`config.mk`:
```
export PLATFORM = sky130hd
export DESIGN_NAME = tlc_lamp_monitor_flat
export DESIGN_NICKNAME = d
export VERILOG_FILES = /design/src/rtl/tlc_pkg.sv /design/src/rtl/tlc_lamp_monitor_if.sv /design/src/rtl/tlc_road_decode.sv /design/src/rtl/tlc_lamp_monitor.sv /design/src/flat_wrapper.sv
export SDC_FILE = /design/constraint.sdc
export NUM_CORES = 1
export LEC_CHECK = 0
export CORE_UTILIZATION = 52
export DETAILED_ROUTE_END_ITERATION = 7
export HOLD_SLACK_MARGIN = 0.12
export PLACE_DENSITY = 0.83
export SETUP_SLACK_MARGIN = 0.15
export SKIP_CTS_REPAIR_TIMING = 1
export SYNTH_ARGS = -nofsm -noshare
export SYNTH_HDL_FRONTEND = slang
export SYNTH_SLANG_ARGS = --single-unit
```
`constraint.sdc`:
```
create_clock -name clock -period 3.15 [get_ports clock]
set_clock_uncertainty 0.05 [all_clocks]
set_input_delay 0.315 -clock clock [delete_from_list [all_inputs] [get_ports clock]]
set_output_delay 0.315 -clock clock [all_outputs]
set_load 0.005 [all_outputs]
```
`src/rtl/tlc_pkg.sv`:
```
// Shared constants and types for the lamp-side monitor of the traffic light
// controller: per-road light codes, fault codes and the monitor state.
package tlc_pkg;

   localparam logic [2:0]  RED     = 3'b100;
   localparam logic [2:0]  YEL     = 3'b010;
   localparam logic [2:0]  GRN     = 3'b001;
   localparam logic [11:0] ALL_RED = 12'b100100100100;

   typedef enum logic [1:0] {
      NONE     = 2'd0,
      CONFLICT = 2'd1,
      ILLEGAL  = 2'd2,
      SKIP     = 2'd3
   } fault_code_t;

   typedef enum logic [1:0] {
      RUN     = 2'd0,
      STRETCH = 2'd1,
      FLASH   = 2'd2
   } mon_state_t;

   // True when two or more roads are active at once.
   function automatic logic multi_active(input logic [3:0] act);
      return (act & (act - 4'd1)) != 4'd0;
   endfunction

endpackage

```
`src/rtl/tlc_lamp_monitor_if.sv`:
```
// Light-code bus from the controller plus lamp/fault outputs of the monitor.
// No handshake: id is sampled on every rising clock edge, outputs are registered.
interface tlc_lamp_monitor_if;
   import tlc_pkg::*;

   logic [11:0] id;
   logic [3:0]  lamp_red;
   logic [3:0]  lamp_yel;
   logic [3:0]  lamp_grn;
   logic        fault;
   logic [1:0]  fault_code;
   logic [3:0]  cam_arm;
   mon_state_t  state_dbg;

   modport master (
      output id,
      input  lamp_red, lamp_yel, lamp_grn, fault, fault_code, cam_arm, state_dbg
   );

   modport slave (
      input  id,
      output lamp_red, lamp_yel, lamp_grn, fault, fault_code, cam_arm, state_dbg
   );

endinterface

```
`src/rtl/tlc_road_decode.sv`:
```
// Decodes one road's 3-bit one-hot light code; any non-one-hot value is illegal.
module tlc_road_decode
   import tlc_pkg::*;
(
   input  logic [2:0] code,
   output logic       is_red,
   output logic       is_yel,
   output logic       is_grn,
   output logic       illegal
);

   assign is_red  = (code == RED);
   assign is_yel  = (code == YEL);
   assign is_grn  = (code == GRN);
   assign illegal = !(is_red || is_yel || is_grn);

endmodule

```
`src/rtl/tlc_lamp_monitor.sv`:
```
// Lamp decoder, yellow stretcher and conflict monitor for the 12-bit light code.
// Optional lamp-test input is enabled with the TLC_LAMP_TEST_EN macro.
module tlc_lamp_monitor
   import tlc_pkg::*;
#(
   parameter int YEL_CYC      = 3,
   parameter int CONFLICT_CYC = 2,
   parameter int FLASH_HALF   = 4
) (
   input  logic clock,
   input  logic clear_n,
   tlc_lamp_monitor_if.slave bus
`ifdef TLC_LAMP_TEST_EN
   ,
   input  logic lamp_test
`endif
);

   localparam int YW = (YEL_CYC > 1)      ? $clog2(YEL_CYC)      : 1;
   localparam int CW = (CONFLICT_CYC > 1) ? $clog2(CONFLICT_CYC) : 1;
   localparam int FW = (FLASH_HALF > 1)   ? $clog2(FLASH_HALF)   : 1;

   mon_state_t  state, state_n;
   fault_code_t code_q, code_n;
   logic [11:0] prev_q;
   logic [3:0]  str_mask, str_n;
   logic [YW-1:0] ycnt, ycnt_n;
   logic [CW-1:0] conf_cnt, conf_n, ill_cnt, ill_n;
   logic [FW-1:0] fcnt, fcnt_n;
   logic [3:0]  red_q, yel_q, grn_q, cam_q;
   logic [3:0]  red_n, yel_n, grn_n, cam_n;
   logic        fault_q, fault_n;

   logic [3:0] is_red, is_yel, is_grn, ill, prev_grn;
   logic [3:0] g2y, sel;
   logic       conflict_now, illegal_now, skip_now;
   logic       conf_hit, ill_hit, fault_det;

   // Lamp bit b maps to id[3*b +: 3], so bit3 is road A and bit0 is road D.
   for (genvar b = 0; b < 4; b++) begin : g_road
      tlc_road_decode u_dec (
         .code    (bus.id[3*b +: 3]),
         .is_red  (is_red[b]),
         .is_yel  (is_yel[b]),
         .is_grn  (is_grn[b]),
         .illegal (ill[b])
      );
      assign prev_grn[b] = (prev_q[3*b +: 3] == GRN);
   end

   assign conflict_now = multi_active(is_yel | is_grn);
   assign illegal_now  = |ill;
   assign skip_now     = |(prev_grn & is_red);
   assign g2y          = prev_grn & is_yel;
   assign conf_hit     = conflict_now && (conf_cnt == CW'(CONFLICT_CYC - 1));
   assign ill_hit      = illegal_now  && (ill_cnt  == CW'(CONFLICT_CYC - 1));
   assign fault_det    = conf_hit || ill_hit || skip_now;

   // Road A wins if several roads go green->yellow in the same cycle.
   always_comb begin
      sel = 4'b0000;
      for (int b = 0; b < 4; b++) begin
         if (g2y[b]) sel = 4'b0001 << b;
      end
   end

   always_comb begin
      state_n = state;
      code_n  = code_q;
      fault_n = fault_q;
      str_n   = str_mask;
      ycnt_n  = ycnt;
      conf_n  = conf_cnt;
      ill_n   = ill_cnt;
      fcnt_n  = fcnt;
      red_n   = red_q;
      yel_n   = yel_q;
      grn_n   = grn_q;
      cam_n   = cam_q;
      case (state)
         FLASH: begin
            yel_n = 4'h0;
            grn_n = 4'h0;
            cam_n = 4'h0;
            if (fcnt == FW'(FLASH_HALF - 1)) begin
               fcnt_n = '0;
               red_n  = ~red_q;
            end else begin
               fcnt_n = fcnt + FW'(1);
            end
         end
         default: begin
            conf_n = conflict_now ? conf_cnt + CW'(1) : '0;
            ill_n  = illegal_now  ? ill_cnt  + CW'(1) : '0;
            if (fault_det) begin
               state_n = FLASH;
               fault_n = 1'b1;
               code_n  = conf_hit ? CONFLICT : (ill_hit ? ILLEGAL : SKIP);
               fcnt_n  = '0;
               red_n   = 4'hF;
               yel_n   = 4'h0;
               grn_n   = 4'h0;
               cam_n   = 4'h0;
            end else if (state == STRETCH && ycnt != '0) begin
               ycnt_n = ycnt - YW'(1);
               red_n  = ~str_mask;
               yel_n  = str_mask;
               grn_n  = 4'h0;
               cam_n  = ~str_mask;
            end else if (|g2y) begin
               state_n = STRETCH;
               str_n   = sel;
               ycnt_n  = YW'(YEL_CYC - 1);
               red_n   = ~sel;
               yel_n   = sel;
               grn_n   = 4'h0;
               cam_n   = ~sel;
            end else begin
               // Illegal roads are shown red so a bad code never lights a head.
               state_n = RUN;
               red_n   = is_red | ill;
               yel_n   = is_yel;
               grn_n   = is_grn;
               cam_n   = is_red | ill;
`ifdef TLC_LAMP_TEST_EN
               if (lamp_test && state == RUN && bus.id == ALL_RED) begin
                  red_n = 4'hF;
                  yel_n = 4'hF;
                  grn_n = 4'hF;
                  cam_n = 4'h0;
               end
`endif
            end
         end
      endcase
   end

   always_ff @(posedge clock or negedge clear_n) begin
      if (!clear_n) begin
         state    <= RUN;
         code_q   <= NONE;
         fault_q  <= 1'b0;
         prev_q   <= ALL_RED;
         str_mask <= 4'h0;
         ycnt     <= '0;
         conf_cnt <= '0;
         ill_cnt  <= '0;
         fcnt     <= '0;
         red_q    <= 4'hF;
         yel_q    <= 4'h0;
         grn_q    <= 4'h0;
         cam_q    <= 4'hF;
      end else begin
         state    <= state_n;
         code_q   <= code_n;
         fault_q  <= fault_n;
         prev_q   <= bus.id;
         str_mask <= str_n;
         ycnt     <= ycnt_n;
         conf_cnt <= conf_n;
         ill_cnt  <= ill_n;
         fcnt     <= fcnt_n;
         red_q    <= red_n;
         yel_q    <= yel_n;
         grn_q    <= grn_n;
         cam_q    <= cam_n;
      end
   end

   assign bus.lamp_red   = red_q;
   assign bus.lamp_yel   = yel_q;
   assign bus.lamp_grn   = grn_q;
   assign bus.cam_arm    = cam_q;
   assign bus.fault      = fault_q;
   assign bus.fault_code = code_q;
   assign bus.state_dbg  = state;

endmodule

```
`src/flat_wrapper.sv`:
```
// flat-port wrapper written by rule: the top's interface ports become plain ports
module tlc_lamp_monitor_flat import tlc_pkg::*;
#(
   parameter int YEL_CYC      = 3,
   parameter int CONFLICT_CYC = 2,
   parameter int FLASH_HALF   = 4
)
  (clock, clear_n, bus_id, bus_lamp_red, bus_lamp_yel, bus_lamp_grn, bus_fault, bus_fault_code, bus_cam_arm, bus_state_dbg);
  tlc_lamp_monitor_if bus_i ();
  input  logic clock;
  input  logic clear_n;
  input wire logic [$bits(bus_i.id)-1:0] bus_id;
  output wire logic [$bits(bus_i.lamp_red)-1:0] bus_lamp_red;
  output wire logic [$bits(bus_i.lamp_yel)-1:0] bus_lamp_yel;
  output wire logic [$bits(bus_i.lamp_grn)-1:0] bus_lamp_grn;
  output wire logic [$bits(bus_i.fault)-1:0] bus_fault;
  output wire logic [$bits(bus_i.fault_code)-1:0] bus_fault_code;
  output wire logic [$bits(bus_i.cam_arm)-1:0] bus_cam_arm;
  output wire logic [$bits(bus_i.state_dbg)-1:0] bus_state_dbg;
  assign bus_i.id = bus_id;
  assign bus_lamp_red = bus_i.lamp_red;
  assign bus_lamp_yel = bus_i.lamp_yel;
  assign bus_lamp_grn = bus_i.lamp_grn;
  assign bus_fault = bus_i.fault;
  assign bus_fault_code = bus_i.fault_code;
  assign bus_cam_arm = bus_i.cam_arm;
  assign bus_state_dbg = bus_i.state_dbg;
  tlc_lamp_monitor #(.YEL_CYC(YEL_CYC), .CONFLICT_CYC(CONFLICT_CYC), .FLASH_HALF(FLASH_HALF)) u_core (.clock(clock), .clear_n(clear_n), .bus(bus_i));
endmodule
```
==> impl_metrics.json, run 1 <==
{
  "gp_routability_congestion": 0.820,
  "grt_usage": 0.239,
  "syn_area_um2": 2070,
  "ys_async_sr_fraction": 1.00,
  "vias_per_cell": 5.68,
  "cp_top_family": "compound AO/OA/AOI/OAI gates",
  "outcome": "finished clean",
  "power.leakage_nw": 1.09,
  "grt_max_degree": 44,
  "crit_fanout": 9,
  "die_y_um": 65.1,
  "max-cap-violations": 0,
  "seq_area_um2": 1090,
  "path_clk_slew_ns": 0.08,
  "worstReg2RegStart": "u_core.prev_q[11]$_DFF_PN1_",
  "syn-num-nets": 207,
  "crit_required_ns": 3.29,
  "synth_edf_count": 0,
  "die_w_um": 65.1,
  "dr.pass1.iters": 4,
  "cts.path.max_buffers": 2,
  "ios": 35,
  "ys_seq_area_frac": 0.528,
  "place_area_um2": 2460,
  "yosysTopAreaCellShare": 0.375,
  "layout_setup_ws_ns": 0.337,
  "worst_path_max_delay_cell": "clkdlybuf4s50_1",
  "yosysWarnings": 0,
  "hpwl_mm": 3.17,
  "clk_latency_ns": 0.30,
  "cp-start-kind": "input pin",
  "start_util": 0.552,
  "cp.arrival_ns": 2.96,
  "vias": 1580,
  "ir_drop_v": 0.000400,
  "setup_tns_ns": 0,
  "synth_cell_types": 50,
  "rsz0062_at_grt": "no",
  "stdcell_count": 278,
  "synthTopCellsByArea": "dfrtp_1, dfstp_2, nor2_1",
  "post-route-period-util": 0.893,
  "rr_endpoint": "u_core.bus.lamp_grn[1]$_DFF_PN0_",
  "power_mw": 1.40,
  "areaGrowthSynthToFinish_pct": 24.1,
  "nFillCells": 312,
  "hp-class": "input pin to async pin",
  "tightest_slew_ns": 0.885,
  "cts_max_level": 2,
  "period_minus_slack_ns": 2.81,
  "crit_buf_inv": 2,
  "antenna_found_initial": 0,
  "multi_input_area_um2": 901,
  "cts_sinks": 43,
  "grt_overflow": 0,
  "final_common_cell": "clkdlybuf4s50_1",
  "routedWlPerCell_um": 15.1,
  "drc": 0,
  "drt_iter0_drc": 88,
  "slew_violations": 0,
  "setup_violations": 0,
  "core_um2": 3740,
  "layout_common_cells": "clkdlybuf4s50_1, dfrtp_1, nor2_1",
  "timing.critical_path.to_type": "flop",
  "final_core_util": 0.686,
  "syn_inst": 191,
  "finalHoldViolations": 0,
  "final_nets": 245,
  "numCtsBuffers": 5,
  "ys.flop_type": "dfrtp_1",
  "slew_headroom": 0.410,
  "wl_mm": 4.19,
  "rows": 22,
  "synth_top_area_cell": "dfrtp_1",
  "power.density_nw_per_um2": 547,
  "synth.avg_cell_area_um2": 10.8,
  "grt_pass1_wl_mm": 7.40,
  "diodes": 0,
  "ant_nets": 0,
  "cts-root-buf": "clkbuf_8",
  "dpl.cell_count": 270,
  "numPortBuffers": 34,
  "die_area_um2": 4230,
  "grt_pass1_vias": 1607,
  "max_stage_delay_ns": 0.58,
  "cts_tree": "done",
  "final_layout_size_suffix_gt1_frac": 0.157,
  "ys_ff_latch": 43,
  "hold_ws_ns": 0.0757,
  "worst-setup-path-type": "input pin to flop",
  "r2r_cells": 6,
  "path_cells": "clkdlybuf4s50_1 > xor2_2 > a222oi_1 > a2111o_1 > nand3_4 > nor2_8 > inv_4 > or3_4 > mux2_4",
  "dp_worst_setup_slack_ns": 0.0676,
  "max_freq_ghz": 0.355,
  "design_area_um2": 2570,
  "reg2reg_setup_slack_ns": 0.90
}
## per-layer routing
metal,wire length (um),global-route usage,vias up,share of wire
li1,-,-,764,-
met1,1830,0.296,760,0.44
met2,2060,0.397,49,0.49
met3,230,0.0669,7,0.055
met4,72,0.0897,0,0.017
met5,0,0,-,0
## power by group
part	internal, mW	total (mW)	switching [mW]
Sequential	0.640	0.682	0.0412
Combinational	0.164	0.306	0.142
Clock	0.237	0.417	0.180
Total	1.04	1.40	0.363
## Yosys cell counts (all sizes together) (4+ instances only)
library cell,instances
a21oi,7
a22oi,6
and2,5
and3,4
buf,5
dfrtp,31
dfstp,12
inv,9
mux2,4
nand2,9
nand3,9
nor2,22
nor3,4
nor3b,5
nor4b,4
o21ai,9
or3,7
xor2,4
## cell type report
type / instances / share of cell area
well taps: 48 / 0.0234
flip-flops and latches: 43 / 0.425
repair buffers: 39 / 0.145
multi-input cells: 131 / 0.351
clock inverters: 1 / 0.0117
inverters: 9 / 0.0141
clock buffers: 7 / 0.0297
## how the worst max path moves through the flow
stage / start / endpoint / cells after the start
2_1_floorplan: bus_id[4] / u_core.str_mask[1]$_DFFE_PN0P_ / 9
3_3_place_gp: bus_id[1] / u_core.str_mask[1]$_DFFE_PN0P_ / 9
3_5_place_dp: bus_id[1] / u_core.str_mask[1]$_DFFE_PN0P_ / 9
4_1_cts: bus_id[1] / u_core.str_mask[1]$_DFFE_PN0P_ / 9
5_1_grt: bus_id[1] / u_core.str_mask[3]$_DFFE_PN0P_ / 9
6_report: bus_id[1] / u_core.str_mask[1]$_DFFE_PN0P_ / 9
## registers in the layout, summed over array words and instances (netlist names)
signal	flops
u_core.ycnt	2
u_core.str_mask	4
u_core.ill_cnt	1
u_core.bus.lamp_red	4
u_core.fcnt	2
u_core.conf_cnt	1
u_core.bus.fault_code	2
u_core.bus.lamp_grn	4
u_core.bus.fault	1
u_core.bus.cam_arm	4
u_core.bus.state_dbg	2
u_core.bus.lamp_yel	4
u_core.prev_q	12
## cell families after synthesis
group / Yosys count / synth area share
muxes: 5 / 0.0321
xor gates and xnor gates: 7 / 0.0333
DFF: 43 / 0.528
buffers and inverters: 17 / 0.0369
AOI/OAI and AO/OA: 39 / 0.140
and+or+nand+nor: 77 / 0.213
adders and majority gates: 3 / 0.0169
## worst reg2reg max path, delay by kind of cell (launching register included)
family | cells | cell delay, ns
flip-flops | 1 | 0.52
AND/OR/NAND/NOR | 6 | 1.58
(Power assumes the default switching activity.)
==> run 2: changes to the inputs <==
CORE_MARGIN = 4   (was default)
MAX_ROUTING_LAYER = met4   (was default)
==> run 2 against run 1 <==
Via count decreased by 0.57%; global-route usage shrank 5.4 points; worst setup slack improved by 0.066 ns; non-clock buffer count is 2 lower; critical path depth stayed put; largest cell class unchanged; combinational power fell by 1%; register-to-register slack better by 0.06 ns; critical path type unchanged; total power shrank 6.3%; core utilization shrank 1.1 points.
==> impl_metrics.json, run 2 (synthesis gave the netlist of run 1 again) <==
{
  "outcome": "finished clean",
  "core_um2": 3740,
  "cts_sinks": 43,
  "ir_drop_v": 0.000289,
  "nFillCells": 315,
  "grt_usage": 0.185,
  "wl_met3_um": 252,
  "timing.critical_path.to_type": "flop",
  "dp_worst_setup_slack_ns": 0.116,
  "wl_met2_mm": 2.10,
  "areaGrowthSynthToFinish_pct": 22.2,
  "grt_pass1_wl_mm": 6.98,
  "power.density_nw_per_um2": 521,
  "wl_met1_mm": 1.84,
  "numPortBuffers": 34,
  "reg2reg_setup_slack_ns": 0.96,
  "drc": 0,
  "die_y_um": 71.1,
  "rows": 22,
  "start_util": 0.552,
  "final_layout_size_suffix_gt1_frac": 0.149,
  "hpwl_mm": 3.18,
  "route.top_layer_used": "met4",
  "period_minus_slack_ns": 2.75,
  "multi_input_area_um2": 901,
  "post-route-period-util": 0.872,
  "ant_nets": 0,
  "grt_pass1_vias": 1471,
  "final_common_cell": "clkdlybuf4s50_1",
  "numCtsBuffers": 5,
  "setup.worst_path.start": "bus_id[1]",
  "cts-root-buf": "clkbuf_8",
  "max-cap-violations": 0,
  "diodes": 0,
  "seq_area_um2": 1090,
  "hp-class": "input pin to async pin",
  "cts_max_level": 2,
  "gp_routability_congestion": 0.973,
  "grt_overflow": 0,
  "rsz0062_at_grt": "no",
  "antenna_found_initial": 0,
  "layout_common_cells": "clkdlybuf4s50_1, dfrtp_1, nor2_1",
  "slew_headroom": 0.403,
  "path_clk_slew_ns": 0.08,
  "setup_tns_ns": 0,
  "ios": 35,
  "crit_fanout": 9,
  "tightest_slew_ns": 0.895,
  "cp-start-kind": "input pin",
  "worstReg2RegStart": "u_core.prev_q[8]$_DFF_PN1_",
  "vias_per_cell": 5.69,
  "worst-setup-path-type": "input pin to flop",
  "slew_violations": 0,
  "die_w_um": 71.1,
  "routedWlPerCell_um": 15.4,
  "vias": 1571,
  "clk_latency_ns": 0.29,
  "drt_iter0_drc": 146,
  "crit_required_ns": 3.28,
  "cts_tree": "done",
  "grt_max_degree": 44,
  "power.leakage_nw": 1.07,
  "max_flop_register": "u_core.prev_q",
  "final_nets": 243,
  "layout_setup_ws_ns": 0.403,
  "setup_violations": 0,
  "finalHoldViolations": 0,
  "max_freq_ghz": 0.364,
  "cts.path.max_buffers": 2,
  "cp.arrival_ns": 2.88,
  "die_area_um2": 5050,
  "dr.pass1.iters": 4,
  "wl_mm": 4.25,
  "largest_reg_flops": 12
}
[run 2: cell count changes in the layout (fill, tap and decap cells not counted)]
cell	previous run	this run
clkinv_2	0	1
buf_4	5	3
bufinv_16	1	0
[run 2: cell type report]
type / instances / share of cell area
Clock buffer: 7 / 0.0302
Timing Repair Buffer: 37 / 0.142
Sequential cell: 43 / 0.432
Multi-Input combinational cell: 131 / 0.356
Clock inverter: 1 / 0.00198
Tap cell: 48 / 0.0238
Inverter: 9 / 0.0144
[run 2: where the power goes]
part           internal (mW)  total [mW]  switching [mW]
Clock                  0.156       0.331           0.175
Combinational          0.162       0.302           0.141
Sequential             0.640       0.683          0.0426
Total                  0.958        1.32           0.359
[run 2: worst max-delay path: stages]
cell	delay, ns
clkdlybuf4s50_1	0.57
xor2_2	0.24
a222oi_1	0.50
a2111o_1	0.21
nand3_4	0.13
nor2_8	0.14
inv_4	0.04
or3_4	0.42
mux2_4	0.31
[run 2: routing by layer]
metal | track usage | vias up
met5 | - | -
met4 | 0.0626 | 0
met3 | 0.0483 | 5
met2 | 0.297 | 59
met1 | 0.229 | 752
li1 | - | 755
[run 2: final timing paths]
path / end / depth (start not counted)
worst max-delay path: u_core.str_mask[2]$_DFFE_PN0P_ / 9
worst min-delay path: u_core.prev_q[1]$_DFF_PN0_ / 1
worst max register to register: u_core.str_mask[2]$_DFFE_PN0P_ / 8
worst min register to register: u_core.bus.fault$_DFFE_PN0P_ / 1
max in group asynchronous: u_core.bus.fault_code[1]$_DFFE_PN0P_ / 1
min in group clock: u_core.bus.fault$_DFFE_PN0P_ / 1
[run 2: metrics by stage]
stage / std cells / area, um^2 / utilization / hold slack, ns / power [mW]
2_1_floorplan: 191 / 2070 / - / -0.0306 / 0.856
3_3_place_gp: 268 / 2450 / 0.653 / 0.398 / 0.988
3_5_place_dp: 268 / 2450 / 0.653 / 0.400 / 0.995
4_1_cts: 276 / 2530 / 0.675 / 0.123 / 1.33
5_1_grt: 276 / 2530 / 0.675 / 0.181 / 1.38
6_report: 276 / 2530 / 0.675 / 0.0951 / 1.32
